$ cat src/rtl/mac_neuron_unit_pkg.sv
// Shared NN definitions: default operand/vector/accumulator sizing and the
// neuron controller state encoding.
package mac_neuron_unit_pkg;

  localparam int DEF_DATA_WIDTH = 8;
  localparam int DEF_VEC_LEN    = 4;
  localparam int ACC_GUARD_BITS = 4;
  localparam int DEF_ACC_WIDTH  = 2 * DEF_DATA_WIDTH + ACC_GUARD_BITS;

  typedef enum logic [1:0] {
    ST_IDLE   = 2'd0,
    ST_ACCUM  = 2'd1,
    ST_FLUSH  = 2'd2,
    ST_OUTPUT = 2'd3
  } state_t;

endpackage

$ cat src/rtl/mac_neuron_unit_mult.sv
// Stage 1 of the neuron pipeline: registers the full-precision signed product
// of one accepted activation/weight pair.
module mac_mult_stage #(
  parameter int DATA_WIDTH = 8
) (
  input  logic                           clk,
  input  logic                           reset,
  input  logic                           in_valid,
  input  logic signed [DATA_WIDTH-1:0]   act,
  input  logic signed [DATA_WIDTH-1:0]   weight,
  output logic signed [2*DATA_WIDTH-1:0] prod,
  output logic                           prod_valid
);

  logic signed [2*DATA_WIDTH-1:0] mul;

  assign mul = act * weight;

  always_ff @(posedge clk) begin
    if (reset) begin
      prod       <= '0;
      prod_valid <= 1'b0;
    end else begin
      prod_valid <= in_valid;
      if (in_valid) prod <= mul;
    end
  end

endmodule

$ cat src/rtl/mac_neuron_unit.sv
// Single neuron: streams VEC_LEN signed pairs, accumulates their dot product and
// presents it (optionally ReLU'd) behind a held valid/ready output.
module mac_neuron_unit
  import mac_neuron_unit_pkg::*;
#(
  parameter int DATA_WIDTH = DEF_DATA_WIDTH,
  parameter int VEC_LEN    = DEF_VEC_LEN,
  parameter int ACC_WIDTH  = 2 * DATA_WIDTH + ACC_GUARD_BITS
) (
  input  logic                         clk,
  input  logic                         reset,
  input  logic                         enable,
  input  logic [2*DATA_WIDTH-1:0]      data_in,
  input  logic                         in_valid,
  output logic                         in_ready,
  input  logic                         relu_en,
  output logic [ACC_WIDTH-1:0]         result,
  output logic                         out_valid,
  input  logic                         out_ready,
  output logic [$clog2(VEC_LEN+1)-1:0] elem_count,
  output state_t                       fsm_state
);

  localparam int CNT_W = $clog2(VEC_LEN + 1);
  localparam int PW    = 2 * DATA_WIDTH;

  // Handshakes: a transfer happens on any rising edge where valid && ready;
  // valid never depends on ready, and out_valid/result hold until transferred.
  state_t                  state_q, state_d;
  logic                    flush_q;
  logic                    accept, last_accept, handshake, load_result;
  logic [CNT_W-1:0]        elem_count_q;
  logic signed [PW-1:0]    prod;
  logic                    prod_valid;
  logic signed [ACC_WIDTH-1:0] prod_ext, acc_q, result_q;
  logic                    out_valid_q, relu_sel_q;

  assign in_ready    = (state_q == ST_ACCUM) && enable;
  assign accept      = in_valid && in_ready;
  assign last_accept = accept && (elem_count_q == CNT_W'(VEC_LEN - 1));
  assign handshake   = out_valid_q && out_ready;
  // First OUTPUT cycle captures the settled accumulator into the result register.
  assign load_result = (state_q == ST_OUTPUT) && !out_valid_q;
  assign prod_ext    = {{(ACC_WIDTH - PW){prod[PW-1]}}, prod};

  assign result     = result_q;
  assign out_valid  = out_valid_q;
  assign elem_count = elem_count_q;
  assign fsm_state  = state_q;

  mac_mult_stage #(.DATA_WIDTH(DATA_WIDTH)) u_mult (
    .clk        (clk),
    .reset      (reset),
    .in_valid   (accept),
    .act        (data_in[2*DATA_WIDTH-1:DATA_WIDTH]),
    .weight     (data_in[DATA_WIDTH-1:0]),
    .prod       (prod),
    .prod_valid (prod_valid)
  );

  always_comb begin
    state_d = state_q;
    unique case (state_q)
      ST_IDLE:   if (enable) state_d = ST_ACCUM;
      ST_ACCUM:  if (last_accept) state_d = ST_FLUSH;
      ST_FLUSH:  if (flush_q) state_d = ST_OUTPUT;
      ST_OUTPUT: if (handshake) state_d = enable ? ST_ACCUM : ST_IDLE;
      default:   state_d = ST_IDLE;
    endcase
  end

  always_ff @(posedge clk) begin
    if (reset) begin
      state_q <= ST_IDLE;
      flush_q <= 1'b0;
    end else begin
      state_q <= state_d;
      flush_q <= (state_q == ST_FLUSH) && !flush_q;
    end
  end

  always_ff @(posedge clk) begin
    if (reset) begin
      elem_count_q <= '0;
      relu_sel_q   <= 1'b0;
      acc_q        <= '0;
      result_q     <= '0;
      out_valid_q  <= 1'b0;
    end else begin
      if (accept)         elem_count_q <= elem_count_q + CNT_W'(1);
      else if (handshake) elem_count_q <= '0;

      if (last_accept) relu_sel_q <= relu_en;

      if (handshake)       acc_q <= '0;
      else if (prod_valid) acc_q <= acc_q + prod_ext;

      if (load_result) begin
        result_q    <= (relu_sel_q && acc_q[ACC_WIDTH-1]) ? '0 : acc_q;
        out_valid_q <= 1'b1;
      end else if (handshake) begin
        out_valid_q <= 1'b0;
      end
    end
  end

endmodule

$ cat config.mk
export PLATFORM = sky130hd
export DESIGN_NAME = mac_neuron_unit
export DESIGN_NICKNAME = d
export VERILOG_FILES = /design/src/rtl/mac_neuron_unit_pkg.sv /design/src/rtl/mac_neuron_unit_mult.sv /design/src/rtl/mac_neuron_unit.sv
export SDC_FILE = /design/constraint.sdc
export NUM_CORES = 1
export LEC_CHECK = 0
export BUFFER_PORTS_ARGS = -buffer_cell sky130_fd_sc_hd__buf_2
export CORE_AREA = 5 5 125 91
export CTS_CLUSTER_DIAMETER = 100
export CTS_CLUSTER_SIZE = 25
export DETAILED_ROUTE_END_ITERATION = 10
export DIE_AREA = 0 0 130 96
export PLACE_DENSITY_LB_ADDON = 0.2
export SLEW_MARGIN = 20
export SYNTH_ARGS = -nofsm -noshare
export SYNTH_HDL_FRONTEND = slang
export SYNTH_HIERARCHICAL = 1
export SYNTH_SLANG_ARGS = --single-unit
$ cat constraint.sdc
create_clock -name clk -period 5.5 [get_ports clk]
set_input_delay 0.275 -clock clk [delete_from_list [all_inputs] [get_ports clk]]
set_output_delay 0.275 -clock clk [all_outputs]
set_load 0.05 [all_outputs]
# Yosys cells after proc, flatten, opt, wreduce, memory -nomap -nowiden
# Cells that the tools add are included.
word_totals:
  mem_count: 0
  reg_bits: 65
  latch_bits: 0
  ram_bits: 0
  rom_bits: 0
  inputBits: 22
classes:
  n_bitwise: 0
  n_addsub: 2
  n_mul: 1
  n_reduce_logical: 14
  shifts: 0
  n_eq_ne: 8
  order_cmp: 0
  n_div: 0
  muxes: 11
ops:
  columns: ["cell", "n"]
  rows:
  - ["20-bit by 16-bit adder with 20-bit output", 1]
  - ["20-bit two-way mux", 1]
  - ["8-bit by 8-bit multiplier with 16-bit output", 1]
  - ["2-bit two-way mux", 4]
  - ["2-bit != test, second input constant", 4]
  - ["2-bit case mux with 4 select lines", 1]
  - ["1-bit logical AND", 7]
  - ["3-bit two-way mux", 2]
  - ["2-bit == test, second input constant", 2]
  - ["4-bit AND reduction", 1]
  - ["2-bit nonzero test", 2]
  - ["3-bit by 1-bit adder with 3-bit output, second input constant", 1]
  - ["3-bit by 2-bit == test with 1-bit output, second input constant", 1]
  - ["1-bit two-way mux", 3]
  - ["2-bit by 1-bit == test with 1-bit output, second input constant", 1]
  - ["1-bit logical NOT", 2]
  - ["2-bit logical NOT", 1]
  - ["2-bit OR reduction", 1]

# Longest topological paths before layout
# Gate-level depths: netlist of run 1.
logic_depth:
  word_depth: 6
  ltp_mapped: 17
  depth_no_buf: 17

# By module
# The synthesis of run 1 kept the hierarchy.
by_module_without_submodules:
  columns: ["module", "seq_area_each_um2", "area_per_inst_um2", "cells_per_inst", "n_inst"]
  rows:
  - ["mac_mult_stage", 340.3, 3155.5, 347, 1]
  - ["mac_neuron_unit", 960.9, 2745.1, 321, 1]

# Worst setup path after synthesis of run 1
# Ideal clock, no wire load.
synth_path:
  kind: "input to register"
  start: "input port data_in[15]"
  end: "register u_mult.prod[15]"
  required_time_ns: 5.381
  cell_stages: 13
  setup_time_ns: 0.119
  arrival_time_ns: 3.815
  slack_ns: 1.566
  cell_sequence: "and2_1 -> fa_1 -> inv_1 -> fa_1 -> fa_1 -> fa_1 -> inv_1 -> ha_1 -> a21o_1 -> a31o_2 -> a21oi_1 -> xnor2_1 -> o21ai_1"
synth_between:
  elab_chain_len: 1
synth_rtl:
  columns: ["element", "line_no", "source"]
  rows:
  - ["from (decl)", "mac_neuron_unit.sv:13", "input logic [2*DATA_WIDTH-1:0] data_in,"]
  - ["8-bit by 8-bit multiplier with 16-bit output", "mac_neuron_unit_mult.sv:17", "assign mul = act * weight;"]
  - ["to (signal assigned)", "mac_neuron_unit_mult.sv:25", "if (in_valid) prod <= mul;"]
  - ["to (decl)", "mac_neuron_unit_mult.sv:11", "output logic signed [2*DATA_WIDTH-1:0] prod,"]
# Every way passes these cells.
# A chain may end at the register's enable or synchronous reset.

# Worst setup path after layout of run 1
layout_path:
  start: "input port data_in[15]"
  end: "register u_mult.prod[13]"
# Same word-level chain as after synthesis.

==> results of run 1 <==
stage by stage:
stage	power [mW]	util, %	hold WS (ns)
after detailed placement	1.732	62.12	0.4604
after CTS	2.395	65.53	0.2010
after global placement	1.688	62.12	0.4569
after floorplan	1.495	-	0.4225
final	2.386	65.53	0.2130
after global routing	2.593	65.53	0.2016
cells by family after synthesis:
group / Yosys count
multiplexers: 11
adder cells (fa/ha/maj): 111
AO/OA/AOI/OAI: 139
AND/OR/NAND/NOR: 210
XOR/XNOR: 20
buffers and inverters: 112
flip-flops: 65
synth_stat cells (all sizes together) (2+ instances only):
master   number
a31oi         3
a221oi        2
nand4         5
nor3b         2
nand3b        2
fa           56
o31a          2
a21oi        37
a2111oi       2
dfxtp        65
and4          2
o31ai         2
inv          95
a221o         2
nor4          2
nand3        19
nand4b        5
xnor2        14
nand2        43
xor2          6
buf           5
and2         46
o22ai         3
o211ai        6
a21o         11
a211oi       11
a311o         2
mux2i        10
ha           55
a22oi        19
nand2b        5
nor2b         9
nor3          3
o21bai        5
nor2         59
o21a          2
o21ai        21
clkbuf       11
and3          3
layout make-up:
cell class              count  area share, %
multi-input cells         491          63.18
repair buffers             51          3.976
inverters                  96          5.452
well taps                 132          2.499
flip-flops and latches     65          19.69
clock buffers               9          3.408
clock inverters             7          1.799
worst max-delay path, delay by kind of cell:
kind	cells	cell delay (ns)
xor+xnor	1	0.17
compound gates	4	0.90
buf+inv	4	0.34
fa+ha+maj	5	2.42
simple gates	1	0.15
registers in the layout, indices dropped and copies added, names as in the netlist:
register,count
out_valid,1
acc_q,20
elem_count,3
relu_sel_q,1
result,20
flush_q,1
u_mult/prod,16
u_mult/prod_valid,1
fsm_state,2
power by group:
group	switching, mW	internal [mW]	total [mW]
Combinational	0.720	0.480	1.20
Sequential	0.0277	0.503	0.531
Clock	0.213	0.442	0.655
Total	0.961	1.42	2.39
metal layers:
| metal | wire length, um | global-route usage, % |
|---|---|---|
| met4 | 85 | 3.287 |
| met5 | 0 | 0 |
| met3 | 534 | 4.437 |
| met2 | 5900 | 35.89 |
| met1 | 6295 | 31.24 |
worst max path at each step:
| stage | start | endpoint | slack, ns | cells past startpoint |
|---|---|---|---|---|
| after floorplan | data_in[15] | u_mult/prod[15]$_SDFFE_PP0P_ | 1.57 | 13 |
| after global placement | data_in[15] | u_mult/prod[15]$_SDFFE_PP0P_ | 1.20 | 14 |
| after detailed placement | data_in[15] | u_mult/prod[15]$_SDFFE_PP0P_ | 1.15 | 14 |
| after CTS | data_in[15] | u_mult/prod[15]$_SDFFE_PP0P_ | 1.49 | 15 |
| after global routing | data_in[7] | u_mult/prod[13]$_SDFFE_PP0P_ | 1.24 | 14 |
| final | data_in[15] | u_mult/prod[13]$_SDFFE_PP0P_ | 1.45 | 15 |
==> out/metrics.csv, run 1 <==
metric;value;unit
first-pass GRT wire length;22340;um
predominant post-synthesis flop cell;dfxtp_1;
Setup violations, final;0;
Layout Skew;0.005717;ns
Final Non-Filler Cells;851;
CP Capture Type;flip-flop;
Post-CTS Resized;0;
hold depth;3;
Sum Neg Setup Slack;0;ns
CP arrival;4.26;ns
RR Startpoint;fsm_state[1]$_SDFFE_PP0P_;
row count;31;
post-synthesis mux area share;1.887;%
Diodes inserted;0;
Post-route DRC;0;
Worst Setup Path Type;input pin to flip-flop;
DR iter-0 viols;214;
port bufs;48;
crit-path max FO;8;
final hold violation count;0;
CTS root buffer;clkbuf_16;
layout cell share with drive strength beyond 1;12.10;%
Crit path required time;5.72;ns
Seq/Total Area, Yosys;22.05;%
Final Slew Violations;0;
nets@finish;847;
CTS Hold Bufs;0;
Leakage Power;3.042;nW
pwr dens;361.0;nW/um^2
Max-slew headroom;41.03;%
H-tree depth;3;
sequence of cells on the critical path;buf_2 > nand2_1 > inv_1 > fa_1 > fa_1 > fa_1 > inv_1 > fa_1 > inv_1 > ha_1 > a2111oi_2 > o21ai_1 > a41oi_2 > xor2_1 > o21ai_1;
Cell Area, Synth;5901;um^2
Yosys top cell area share;22.05;%
Total Wirelength;12820;um
unrepaired setup endpoints after global routing;false;
top post-synthesis cells by area;dfxtp_1 22%, fa_1 19%, ha_1 12%, inv_1 6.0%, and2_1 4.9%;
CTS tree;yes;
hold path endpoint;relu_sel_q$_SDFFE_PP0P_;
Clock Tree Buf Depth;2;
hpwl dp;10120;um
Clock Latency Late Sink;0.33;ns
crit start category;input pin;
R2R Setup Slk;2.96;ns
initial antenna violation count;0;
most common cell after layout, fill and taps aside;inv_1;
Inst Count DP;835;
HP Class;input pin to flip-flop;
Die ar.;12480;um^2
crit share post-route;73.55;%
Syn Inst Count;668;
Fillers;887;
CORE AREA;10080;um^2
pin count of the biggest net entering global routing;47;
TritonRoute pass-1 iters;5;
Final GP Congestion;0.8433;
Slew @ Worst Pin;0.8846;ns
Synth Area in Adders;30.66;%
clock sinks;65;
R2R Path End;result[8]$_SDFFE_PP0P_;
Synth Register Bits;65;
Antenna Nets Post-Route;0;
DIE WIDTH;130;um
global route overflow;0;
most frequent cells in the layout;94 x inv_1, 65 x dfxtp_1, 59 x nor2_1;
count of cell types in the netlist;69;
post-place setup slack;1.145;ns
Ports;49;
Worst VDD drop;463.8;uV
All-Layer GR Usage;22.04;%
synth warn;6;
worst r2r path cells;6;
count of flip-flops with a built-in enable after synthesis;0;
simple-gate share of the synthesized area;18.19;%
CTS clk-pin slew, worst paths;0.06;ns
Seq. cell area;1301;um^2
syn nets;801;
Avg Cell Area, Syn;8.833;um^2
area share of xor/xnor cells in the synthesized design;2.969;%
slowest stage delay, CP;0.54;ns
maxcap violations;0;
post-DR vias/cell;5.702;
crit path setup slack, layout;1.455;ns
vias in the first global route;4846;
Compound-Gate Fraction of Synth Area;17.05;%
FFs w/ async S/R, synth;0;%
Initial Util;58.51;%
fmax;247.2;MHz
largest family of logic cells by synthesized area;adder cells;
min cycle time layout;4.045;ns
CP dominant cell by count;fa_1;
Routed WL per cell;15.06;um
Die Span Y;96;um
Synth area leader;dfxtp_1;
status;completed;
Vias;4852;
multi-input logic area;4175;um^2
Hold Startpoint;relu_en;
Post-DP Area;6265;um^2
post-CTS setup buffers;0;
CTS buffer count;9;
Area growth syn-to-layout;12.00;%
critical path's slowest cell;fa_1;
Final Cell Area;6609;um^2
No activity file was read; power rests on OpenSTA's default activity.
==> run 2: changes to the inputs <==
Settings changed: CORE_AREA 5 5 125 91 to 5 5 129 94, DIE_AREA 0 0 130 96 to 0 0 134 99.
Clock period 5.5 ns to 3.6 ns, I/O delays scaled along.
==> out/metrics.csv, run 2 (synthesized netlist as in run 1, its figures left out) <==
metric;value;unit;change
hpwl dp;10460;um;+3.4%
All-Layer GR Usage;20.69;%;-1.3 points
Layout Skew;0.006315;ns;+0.0005979 ns
CTS root buffer;clkbuf_16;;
R2R Path End;acc_q[18]$_SDFFE_PP0P_;;
Post-DP Area;6661;um^2;+6.3%
global route overflow;0;;unchanged
vias in the first global route;4949;;+2.1%
post-DR vias/cell;5.551;;-2.6%
crit path setup slack, layout;0.02678;ns;-1.428 ns
Slew @ Worst Pin;0.8633;ns;-0.02131 ns
Final Cell Area;7221;um^2;+9.3%
layout cell share with drive strength beyond 1;22.92;%;+11 points
port bufs;48;;unchanged
crit share post-route;99.26;%;
nets@finish;887;;+4.7%
Die ar.;13270;um^2;+6.3%
Crit path required time;3.87;ns;-1.85 ns
clock sinks;65;;unchanged
slowest stage delay, CP;0.54;ns;about the same
Initial Util;54.79;%;-3.7 points
Leakage Power;3.274;nW;+7.6%
fmax;279.9;MHz;
CTS clk-pin slew, worst paths;0.06;ns;about the same
Total Wirelength;13410;um;+4.7%
most common cell after layout, fill and taps aside;inv_1;;
critical path's slowest cell;fa_1;;
Ports;49;;unchanged
crit-path max FO;5;;-3
most frequent cells in the layout;83 x inv_1, 65 x dfxtp_1, 59 x nor2_1;;
Vias;4968;;+2.4%
H-tree depth;3;;unchanged
CTS tree;yes;;
CP Capture Type;flip-flop;;
CP top delay family;adder cells;;
TritonRoute pass-1 iters;5;;unchanged
Post-route DRC;0;;unchanged
Hold Startpoint;relu_en;;
sequence of cells on the critical path;buf_2 > and2_1 > ha_1 > fa_1 > inv_2 > fa_1 > fa_1 > inv_1 > ha_1 > nor2b_4 > o31a_4 > o211ai_1 > buf_4 > nand3_2 > nand3b_1;;
R2R Setup Slk;1.04;ns;-1.92 ns
HP Class;input pin to flip-flop;;
CP arrival;3.85;ns;-0.41 ns
Final GP Congestion;0.8801;;+4.4%
CTS buffer count;9;;unchanged
worst path buffer plus inverter count;4;;unchanged
Max-slew headroom;42.45;%;+1.4 points
Final Slew Violations;0;;unchanged
Antenna Nets Post-Route;0;;unchanged
final total power;4.263;mW;+79%
Clock Tree Buf Depth;2;;unchanged
Routed WL per cell;14.99;um;-0.49%
CTS Hold Bufs;0;;unchanged
final hold violation count;0;;unchanged
maxcap violations;0;;unchanged
min cycle time layout;3.573;ns;
Die Span Y;99;um;+3.1%
worst r2r path cells;9;;+3
Worst VDD drop;518.9;uV;+12%
pwr dens;590.4;nW/um^2;+64%
hold path endpoint;relu_sel_q$_SDFFE_PP0P_;;
unrepaired setup endpoints after global routing;true;;
DR iter-0 viols;291;;+36%
Fillers;856;;-3.5%
post-place setup slack;-0.4354;ns;-1.581 ns
crit start category;input pin;;
initial antenna violation count;0;;unchanged
status;completed;;
CP dominant cell by count;fa_1;;
CORE AREA;10770;um^2;+6.8%
DIE WIDTH;134;um;+3.1%
first-pass GRT wire length;22800;um;+2.1%
Clock Latency Late Sink;0.33;ns;about the same
Diodes inserted;0;;unchanged
Area growth syn-to-layout;22.37;%;
row count;32;;+3.2%
Sum Neg Setup Slack;0;ns;unchanged
pin count of the biggest net entering global routing;46;;-2.1%
Worst Setup Path Type;input pin to flip-flop;;
Setup violations, final;0;;unchanged
hold depth;3;;unchanged
RR Startpoint;u_mult/prod[0]$_SDFFE_PP0P_;;
## run 2: changes by cell type in the layout (fill, tap and decap cells not counted), sizes merged
cell	change
clkinvlp	+1
clkinv	+1
bufinv	-2
buf	+40
## run 2: worst reg2reg max path: stages, from the launching register on
cell	delay [ns]
dfxtp_1	0.32
ha_1	0.25
fa_1	0.42
a21o_1	0.19
nand4_1	0.13
a21oi_1	0.14
o21ai_0	0.51
o21ai_0	0.25
nand4b_1	0.15
o211ai_1	0.09
## run 2: worst max path at each step
stage / endpoint / start / cells after the start / slack (ns)
after global placement: u_mult/prod[14]$_SDFFE_PP0P_ / data_in[12] / 15 / -0.35
after floorplan: u_mult/prod[15]$_SDFFE_PP0P_ / data_in[15] / 13 / -0.05
final: u_mult/prod[12]$_SDFFE_PP0P_ / data_in[0] / 15 / 0.03
after detailed placement: u_mult/prod[14]$_SDFFE_PP0P_ / data_in[12] / 15 / -0.44
after CTS: u_mult/prod[14]$_SDFFE_PP0P_ / data_in[12] / 15 / -0.02
after global routing: u_mult/prod[12]$_SDFFE_PP0P_ / data_in[11] / 17 / -0.12
## run 2: where the power goes
group | internal, mW | total, mW | switching [mW] | leakage [nW]
Sequential | 0.769 | 0.813 | 0.0444 | 0.525
Combinational | 1.25 | 2.59 | 1.35 | 2.61
Clock | 0.533 | 0.856 | 0.322 | 0.137
## run 2: what timing repair did
item                                    4_1_cts  5_1_grt
setup buffers                                 1        4
endpoints found under the setup margin        6        7
pin swaps                                     3       45
cloned                                        0        0
gates resized for setup                       9       67
## run 2: stage by stage
| step | utilization, % | cells | hold slack (ns) |
|---|---|---|---|
| 2_1_floorplan | - | 668 | 0.3275 |
| 3_5_place_dp | 61.85 | 874 | 0.4487 |
| 3_3_place_gp | 61.85 | 874 | 0.4393 |
| 6_report | 67.04 | 895 | 0.1011 |
| 5_1_grt | 67.04 | 895 | 0.1069 |
| 4_1_cts | 64.85 | 891 | 0.09433 |
## run 2: cell type report
class                           count  area (um^2)  share of cell area, %
Clock buffer                        9        225.2                  3.119
Clock inverter                      7        71.32                 0.9877
Inverter                           96        365.4                  5.060
Multi-Input combinational cell    491         4425                  61.29
Sequential cell                    65         1301                  18.02
Tap cell                          136        170.2                  2.357
Timing Repair Buffer               91        661.9                  9.167
## run 2: metal layers
| metal | up-vias | part of all wire (%) | global-route usage (%) |
|---|---|---|---|
| met1 | 2411 | 48 | 29.46 |
| met5 | - | 0 | 0 |
| met2 | 103 | 47 | 33.33 |
| met3 | 13 | 4.6 | 4.082 |
| li1 | 2441 | - | - |
| met4 | 0 | 0.69 | 3.478 |
==> run 3: changes to the inputs <==
Settings changed: PLACE_DENSITY from default to 0.82, PLACE_DENSITY_LB_ADDON 0.2 to default.
==> out/metrics.csv, run 3 (synthesized netlist as in run 1, its figures left out) <==
metric;value;unit;change
Total Wirelength;14170;um;+5.6%
All-Layer GR Usage;21.49;%;+0.80 points
hold slack;0.1039;ns;+0.002815 ns
most frequent cells in the layout;85 x inv_1, 65 x dfxtp_1, 59 x nor2_1;;
initial antenna violation count;0;;unchanged
port bufs;48;;unchanged
crit start category;input pin;;
CTS clk-pin slew, worst paths;0.05;ns;about the same
CP Capture Type;flip-flop;;
post-place setup slack;-0.3988;ns;+0.03661 ns
hpwl dp;10820;um;+3.4%
Clock Tree Buf Depth;2;;unchanged
Initial Util;54.79;%;unchanged
Inst Count DP;875;;+0.11%
crit path setup slack, layout;-0.03269;ns;-0.05946 ns
min cycle time layout;3.633;ns;+0.05946 ns
slowest stage delay, CP;0.52;ns;-0.02 ns
layout cell share with drive strength beyond 1;22.46;%;-0.47 points
clock sinks;65;;unchanged
most common cell after layout, fill and taps aside;inv_1;;
CP dominant cell by count;fa_1;;
Clock Latency Late Sink;0.33;ns;about the same
Final GP Congestion;0.8780;;-0.24%
Worst VDD drop;480.4;uV;-7.4%
H-tree depth;3;;unchanged
global route overflow;0;;unchanged
Die ar.;13270;um^2;unchanged
Post-DP Area;6681;um^2;+0.30%
Final Slew Violations;0;;unchanged
CTS buffer count;9;;unchanged
row count;32;;unchanged
sequence of cells on the critical path;buf_12 > and2_4 > fa_1 > inv_1 > fa_1 > inv_2 > fa_1 > inv_1 > fa_1 > inv_2 > ha_4 > o21a_1 > o31a_4 > o211ai_1 > a2111o_1 > nand3_1;;
crit-path max FO;8;;+3
CTS tree;yes;;
nets@finish;887;;unchanged
vias in the first global route;5155;;+4.2%
Antenna Nets Post-Route;0;;unchanged
Routed WL per cell;15.87;um;+5.9%
CP top delay family;adder cells;;
critical path's slowest cell;fa_1;;
HP Class;input pin to flip-flop;;
final hold violation count;0;;unchanged
unrepaired setup endpoints after global routing;true;;
TritonRoute pass-1 iters;5;;unchanged
maxcap violations;0;;unchanged
Final Non-Filler Cells;893;;-0.22%
Diodes inserted;0;;unchanged
failing checks;negative setup slack;;
crit share post-route;100.9;%;+1.7 points
Final Cell Area;7183;um^2;-0.52%
CORE AREA;10770;um^2;unchanged
first-pass GRT wire length;23740;um;+4.1%
Ports;49;;unchanged
Post-route DRC;0;;unchanged
final total power;4.215;mW;-1.1%
CP arrival;3.90;ns;+0.05 ns
CTS Hold Bufs;0;;unchanged
worst path buffer plus inverter count;5;;+1
Slew @ Worst Pin;0.8415;ns;-0.02181 ns
DR iter-0 viols;379;;+30%
CTS root buffer;clkbuf_16;;
DIE WIDTH;134;um;unchanged
status;finished with violations;;
Area growth syn-to-layout;21.73;%;
Worst Setup Path Type;input pin to flip-flop;;
pwr dens;586.8;nW/um^2;-0.61%
post-DR vias/cell;5.772;;+4.0%
pin count of the biggest net entering global routing;30;;-35%
Max-slew headroom;43.90;%;+1.5 points
Crit path required time;3.87;ns;about the same
Die Span Y;99;um;unchanged
Layout Skew;0.006489;ns;+0.0001743 ns
Vias;5154;;+3.7%
Leakage Power;3.280;nW;+0.21%
Setup violations, final;2;;+2
fmax;275.3;MHz;-1.6%
[run 3: cell count changes in the layout (fill, tap and decap cells not counted), sizes merged]
cell	delta
clkbuf	+1
clkinvlp	-3
[run 3: worst min-delay path, cell delays in order]
cell and delay [ns]:
buf_2 0.09, nand3_1 0.06, a21oi_1 0.05
[run 3: final cells by class]
cell class,instances,area [um^2]
Clock buffer,10,239.0
Multi-Input combinational cell,491,4418
Inverter,96,360.3
Fill cell,771,3587
Sequential cell,65,1301
Tap cell,136,170.2
Timing Repair Buffer,91,649.4
Clock inverter,4,45.04
[run 3: final timing paths]
kind	startpoint	end	slack, ns	cells past startpoint
max	data_in[12]	u_mult/prod[14]$_SDFFE_PP0P_	-0.03	16
max reg2reg	acc_q[0]$_SDFFE_PP0P_	acc_q[18]$_SDFFE_PP0P_	1.07	9
min reg2reg	u_mult/prod[13]$_SDFFE_PP0P_	u_mult/prod[13]$_SDFFE_PP0P_	0.46	2
min	relu_en	relu_sel_q$_SDFFE_PP0P_	0.10	3
[run 3: where the power goes]
| part | internal (mW) | switching (mW) | total, mW |
|---|---|---|---|
| clock | 0.542 | 0.303 | 0.846 |
| combinational | 1.21 | 1.34 | 2.55 |
| sequential | 0.769 | 0.0470 | 0.816 |
[run 3: metal layers]
layer | up-vias | wire [um] | global-route usage, %
met1 | 2528 | 6217 | 28.36
met5 | - | 0 | 0
met4 | 0 | 260 | 5.534
li1 | 2431 | - | -
met3 | 26 | 847 | 4.643
met2 | 169 | 6843 | 36.09
[run 3: repair_timing]
item | 4_1_cts | 5_1_grt
hold endpoints to repair | 0 | 0
endpoints found under the setup margin | 6 | 8
gates resized for setup | 26 | 33
buffers inserted | 3 | 1
pin swaps | 19 | 18
[run 3: metrics by stage]
step / setup TNS (ns) / utilization (%)
after floorplan: -0.1031 / -
after global placement: -1.989 / 62.04
after detailed placement: -2.616 / 62.04
after CTS: 0 / 65.54
after global routing: -0.6877 / 66.69
final: -0.03575 / 66.69
